### src/rtl/red_seq_ctrl.sv
// rtl/red_seq_ctrl.sv - multi-cycle nibble-sum reduction sequencer sharing one nibble adder
// Optional build macro RED_SEQ_DUAL_EN: two nibbles per ACC cycle (two adders, half the cycles).
module red_seq_ctrl #(
  parameter int WIDTH = 16,
  parameter int RES_W = 7
) (
  input  logic             clk,
  input  logic             rst_n,
  input  logic             in_valid,
  output logic             in_ready,
  input  logic [WIDTH-1:0] rs,
  input  logic [WIDTH-1:0] rt,
  input  logic             kill,
  output logic             out_valid,
  input  logic             out_ready,
  output logic [RES_W-1:0] rd
);

  localparam int NIB = 2 * WIDTH / 4;
`ifdef RED_SEQ_DUAL_EN
  localparam int STEPS     = NIB / 2;
  localparam int STEP_BITS = 8;
`else
  localparam int STEPS     = NIB;
  localparam int STEP_BITS = 4;
`endif
  localparam int CNT_W = $clog2(STEPS) + 1;

  typedef enum logic [1:0] {IDLE, ACC, DONE} state_t;

  state_t             state, state_nxt;
  logic [2*WIDTH-1:0] shift_q;
  logic [RES_W-1:0]   acc_q;
  logic [CNT_W-1:0]   cnt_q;
  logic [RES_W-1:0]   step_sum;
  logic               accept;
  logic               last_step;

`ifdef RED_SEQ_DUAL_EN
  assign step_sum = RES_W'(shift_q[3:0]) + RES_W'(shift_q[7:4]);
`else
  assign step_sum = RES_W'(shift_q[3:0]);
`endif

  assign accept    = in_valid && in_ready && !kill;
  assign last_step = (cnt_q == CNT_W'(STEPS - 1));
  assign rd        = acc_q;

  always_ff @(posedge clk or negedge rst_n) begin
    if (!rst_n) begin
      state <= IDLE;
    end else begin
      state <= state_nxt;
    end
  end

  // kill overrides every handshake, including a result transfer in DONE
  always_comb begin
    state_nxt = state;
    in_ready  = (state == IDLE);
    out_valid = (state == DONE);
    if (kill) begin
      state_nxt = IDLE;
    end else begin
      case (state)
        IDLE:    if (in_valid) state_nxt = ACC;
        ACC:     if (last_step) state_nxt = DONE;
        DONE:    if (out_ready) state_nxt = IDLE;
        default: state_nxt = IDLE;
      endcase
    end
  end

  // acc survives in IDLE so rd keeps the last result until the next accept
  always_ff @(posedge clk or negedge rst_n) begin
    if (!rst_n) begin
      shift_q <= '0;
      acc_q   <= '0;
      cnt_q   <= '0;
    end else if (kill) begin
      if (state != IDLE) acc_q <= '0;
      cnt_q <= '0;
    end else if (accept) begin
      shift_q <= {rt, rs};
      acc_q   <= '0;
      cnt_q   <= '0;
    end else if (state == ACC) begin
      acc_q   <= acc_q + step_sum;
      shift_q <= shift_q >> STEP_BITS;
      cnt_q   <= cnt_q + 1'b1;
    end
  end

endmodule

### config.mk
export PLATFORM = sky130hd
export DESIGN_NAME = red_seq_ctrl
export DESIGN_NICKNAME = d
export VERILOG_FILES = /design/src/rtl/red_seq_ctrl.sv
export SDC_FILE = /design/constraint.sdc
export NUM_CORES = 1
export LEC_CHECK = 0
export BUFFER_PORTS_ARGS = -buffer_cell sky130_fd_sc_hd__buf_2
export CAP_MARGIN = 10
export CELL_PAD_IN_SITES_DETAIL_PLACEMENT = 1
export CELL_PAD_IN_SITES_GLOBAL_PLACEMENT = 1
export CORE_MARGIN = 4
export CORE_UTILIZATION = 36
export DETAILED_ROUTE_END_ITERATION = 12
export GPL_TIMING_DRIVEN = 0
export PLACE_DENSITY = 0.79
export SYNTH_ARGS = -nofsm -noshare
export SYNTH_HDL_FRONTEND = slang
export SYNTH_SLANG_ARGS = --single-unit
### constraint.sdc
create_clock -name clk -period 2.6 [get_ports clk]
set_clock_uncertainty 0.2 [all_clocks]
set_input_delay 0.78 -clock clk [delete_from_list [all_inputs] [get_ports clk]]
set_output_delay 0.78 -clock clk [all_outputs]
set_load 0.01 [all_outputs]
# Yosys cells after proc, flatten, opt, wreduce, memory -nomap -nowiden
# Index checks and enable logic that the tools add are counted.
[totals] register_bits=45 output_inout_bits=9 word_cells=38
[op_classes] n_addsub=2 eq_ne=7 n_mux=14 bitwise=1 reduce_logical=10
[op_table] op="two-way mux 32 bit" n=2
[op_table] op="two-way mux 7 bit" n=4
[op_table] op="two-way mux 4 bit" n=3
[op_table] op="two-way mux 2 bit" n=4
[op_table] op="adder 7 x 4 -> 7 bit" n=1
[op_table] op="!= test 3 x 2 -> 1 bit, second input constant" n=2
[op_table] op="one-hot mux 2 bit (3 select lines)" n=1
[op_table] op="adder 4 x 1 -> 4 bit, second input constant" n=1
[op_table] op="equality test 4 x 3 -> 1 bit, second input constant" n=1
[op_table] op="AND reduction 2 bit" n=2
[op_table] op="nonzero test 2 bit" n=2
[op_table] op="!= test 3 bit, second input constant" n=1
[op_table] op="AND reduction 3 bit" n=1
[op_table] op="nonzero test 3 bit" n=1
[op_table] op="equality test 2 x 1 -> 1 bit, second input constant" n=1
[op_table] op="equality test 2 bit, second input constant" n=1
[op_table] op="logical AND 1 bit" n=2
[op_table] op="logical NOT 2 bit" n=1
[op_table] op="!= test 2 x 1 -> 1 bit, second input constant" n=1
[op_table] op="logical NOT 1 bit" n=1
[op_table] op="inverter 1 bit" n=1

# Logic depth before layout (Yosys ltp)
[depth] depth_word=5 ltp_mapped=6

# Least setup slack after synthesis
# No wires, ideal clock.
[synth_path] path_type="input port to flip-flop" startpoint="input kill" endpoint="register shift_q[28]" setup_ns=0.121 t_arrival_ns=1.808 setup_slack_ns=0.471 path_stages=5 n_path_buf=2 cell_sequence="buf_2 -> nor4b_4 -> nor2_2 -> buf_2 -> a22o_1"
[synth_via] elab_chain_cells=4 word_cells_on_any_way=6
[synth_lines] item="start, declared" line="13" text="input logic kill,"
[synth_lines] item="logical NOT 1 bit" line="45" text="assign accept = in_valid && in_ready && !kill;"
[synth_lines] item="logical AND 1 bit" line="45"
[synth_lines] item="nonzero test 2 bit (no line)"
[synth_lines] item="AND reduction 2 bit (no line)"
[synth_lines] item="end signal, assigned" line="84" text="shift_q <= {rt, rs};"
[synth_lines] item="end signal, assigned" line="89" text="shift_q <= shift_q >> STEP_BITS;"
[synth_lines] item="end, declared" line="32" text="logic [2*WIDTH-1:0] shift_q;"
# Several ways; a longest one is shown, not always the timed one.
# A chain may end at the register's enable or synchronous reset.

# Worst setup path in the final report
[layout_path] startpoint="register state[1]" endpoint="output out_valid"
[layout_via] elab_chain_cells=1
[layout_lines] item="start, declared" line="31" text="state_t state, state_nxt;"
[layout_lines] item="start signal, assigned" line="53" text="state <= state_nxt;"
[layout_lines] item="equality test 2 bit" line="61" text="out_valid = (state == DONE);"
[layout_lines] item="end, declared" line="14" text="output logic out_valid,"
# Every way passes these cells.

==> results.txt <==
EDFF count, synth = 0
Overall Global Routing Usage = 0.157
Top cells by area, synth = dfrtp_1 (54%), nand2_1 (12%), a22oi_1 (11%)
Syn_nets = 256
Layout area overhead = 20.0%
Slew margin rel. = 0.327
Post-synth top area cell = dfrtp_1
Total gr overflow = 0
Final hold vios = 0
Longest Clk Path Bufs = 2
Post-Syn Area per Cell = 9.88 µm²
Root Driver = clkbuf_8
Final slew viol count = 0
Worst Path Class, Setup = reg2out
Switching Share = 0.307
Synth cell count leaders = nand2_1 (66), dfrtp_1 (45), a22oi_1 (31), buf_2 (9), nor2_1 (8)
Cell area power density = 753 nW/µm²
Ys async rst share = 1.00
Warnings, synthesis = 0
Synth Cell Area = 2100 µm²
Max rail drop VDD = 0.301 mV
Hold_buf cts = 0
R2R Path End = rd[6]
Share of post-route cells with drive strength above 1 = 0.242
Clock latency on the worst-skew pair = 0.30 ns
Max Freq = 452 MHz
Min-delay worst type = reg2reg
Hold worst-path end = shift_q[12]
Routed Antenna Nets = 0
Port buffer count = 44
Cells after Synth = 213
Run status = finished, final reports clean
Logic pwr share = 0.223
CTS Sinks = 45
Diodes inserted = 0
CP arrival = 1.23 ns
CTS tree = built
Pin count of the biggest net entering global routing = 46
CP Launch Type = flip-flop
Switch Pwr = 584 µW
CP required = 1.62 ns
CTS Buf Count = 5
Total chip power = 1.90 mW
Clock share of power = 0.283
R2R Path Start = rd[0]
Final min period = 2.21 ns
Setup total negative slack = 0 ns
Final setup vio count = 0
Post-CTS Setup Bufs = 0
Residual DRC = 0
Hold depth = 2
Fillers = 655
Initial core utilization = 0.378
Nets = 307
Via count = 1754
# H-tree levels = 2
Synth Register Bits = 45
CP Capture Type = output port
Worst slew pin tran = 1.01 ns
Final period utilization = 0.850
Initial antenna violation count = 0
Clock Pin Slew Worst Setup and Hold Paths = 0.09 ns
Flop pwr share = 0.494
Wirelength per Cell = 15.6 µm
CP Max Fanout = 10
Iter 0 DRT Violations = 67
Area share of the largest cell type after synthesis = 0.535
Die area = 7130 µm²
Core box area = 5570 µm²
Detailed Place HPWL = 3.88 mm
Synth Flop Type = dfrtp_1
Number of max-cap violations = 0
TritonRoute pass-1 iters = 4
Int Pwr = 1.32 mW
Distinct cells, synth = 30
Die Y = 84.5 µm
Placer Congestion = 0.781
Vias in the first global route = 1897
Die width = 84.5 µm
# rows = 27
Unrepaired setup endpoints after global routing = false
Seq/Total Area, Yosys = 0.535
Post-cts sizing count = 0
Most frequent cell after synthesis = nand2_1
Worst reg2reg setup slack = 0.57 ns
Hold_sp = shift_q[12]
First-pass GRT wire length = 8.97 mm
Reg2reg path depth = 6
Vias per cell = 5.20
Static Leak = 1.33 nW
Drt total wl = 5.26 mm
IO Count = 46
worst max-delay path by stage:
stage | from | end | cells after the start | slack (ns)
detailed placement | kill | shift_q[21] | 5 | 0.18
finish | state[1] | out_valid | 3 | 0.39
global route | state[1] | out_valid | 3 | 0.27
CTS | state[1] | out_valid | 3 | 0.36
global placement | kill | shift_q[21] | 5 | 0.20
floorplan | kill | shift_q[28] | 5 | 0.47
cells in the final DEF (no fill, tap or decap):
cell and n:
o21ai_0 2, dfrtp_1 45, ha_1 5, mux2i_1 2
nor2_2 1, a211oi_1 1, clkbuf_8 5, nor2_1 8
a22oi_1 31, or3_1 1, o211ai_1 1, fa_1 1
bufinv_16 1, buf_2 53, a211o_1 1, o21a_1 2
clkinv_4 1, mux2_2 1, o31ai_1 1, nor3b_1 2
xnor2_1 1, nor2b_1 3, nand3_1 5, nor3b_2 1
o21bai_1 1, a21o_1 2, nand2_1 66, inv_1 2
clkbuf_1 4, nor4b_4 1, a22o_1 6, nand2b_1 2
a21oi_1 6
per-stage QoR:
stage	cell area, µm²	util	hold WS [ns]	worst slack, ns	cells
global route	2530	0.453	0.317	0.272	337
floorplan	2100	-	0.247	0.471	213
detailed placement	2410	0.433	0.264	0.183	329
global placement	2410	0.433	0.259	0.204	329
CTS	2530	0.453	0.287	0.356	337
finish	2530	0.453	0.283	0.390	337
per-layer routing:
| metal | GRT usage | vias up | part of all wire |
|---|---|---|---|
| li1 | - | 846 | - |
| met1 | 0.200 | 865 | 0.45 |
| met2 | 0.262 | 36 | 0.49 |
| met3 | 0.0373 | 7 | 0.038 |
| met4 | 0.0561 | 0 | 0.017 |
| met5 | 0 | - | 0 |
logic make-up after synthesis:
| group | count (synthesis) | synth area share |
|---|---|---|
| flip-flops | 45 | 0.535 |
| AO/OA/AOI/OAI | 54 | 0.187 |
| AND/OR/NAND/NOR | 90 | 0.189 |
| adder cells (fa/ha/maj) | 6 | 0.0392 |
| XOR/XNOR | 1 | 0.00416 |
| buffers and inverters | 14 | 0.0303 |
| multiplexers | 3 | 0.0149 |
layout make-up:
class                           instances  area [µm²]  share of cell area
Inverter                                2        7.51             0.00297
Clock inverter                          2        38.8              0.0154
Clock buffer                            6        72.6              0.0287
Timing Repair Buffer                   44         220              0.0872
Sequential cell                        45        1130               0.446
Buffer                                 12        56.3              0.0223
Tap cell                               72        90.1              0.0357
Multi-Input combinational cell        154         915               0.362
worst max-delay path: stages (launching register included):
cell	delay, ns
dfrtp_1	0.32
buf_2	0.22
nor2b_1	0.22
buf_2	0.16
power groups by stage:
stage / combinational (mW) / clock (mW) / sequential, mW
2_1_floorplan: 0.283 / 0 / 0.937
3_3_place_gp: 0.407 / 0 / 0.944
3_5_place_dp: 0.429 / 0 / 0.959
4_1_cts: 0.434 / 0.555 / 0.944
5_1_grt: 0.491 / 0.595 / 0.965
6_report: 0.424 / 0.537 / 0.940
flip-flops by register name, indices dropped and copies added, names as in the netlist:
register / flops
shift_q: 32
rd: 7
cnt_q: 4
state: 2
Power figures use the tool's default switching activity.
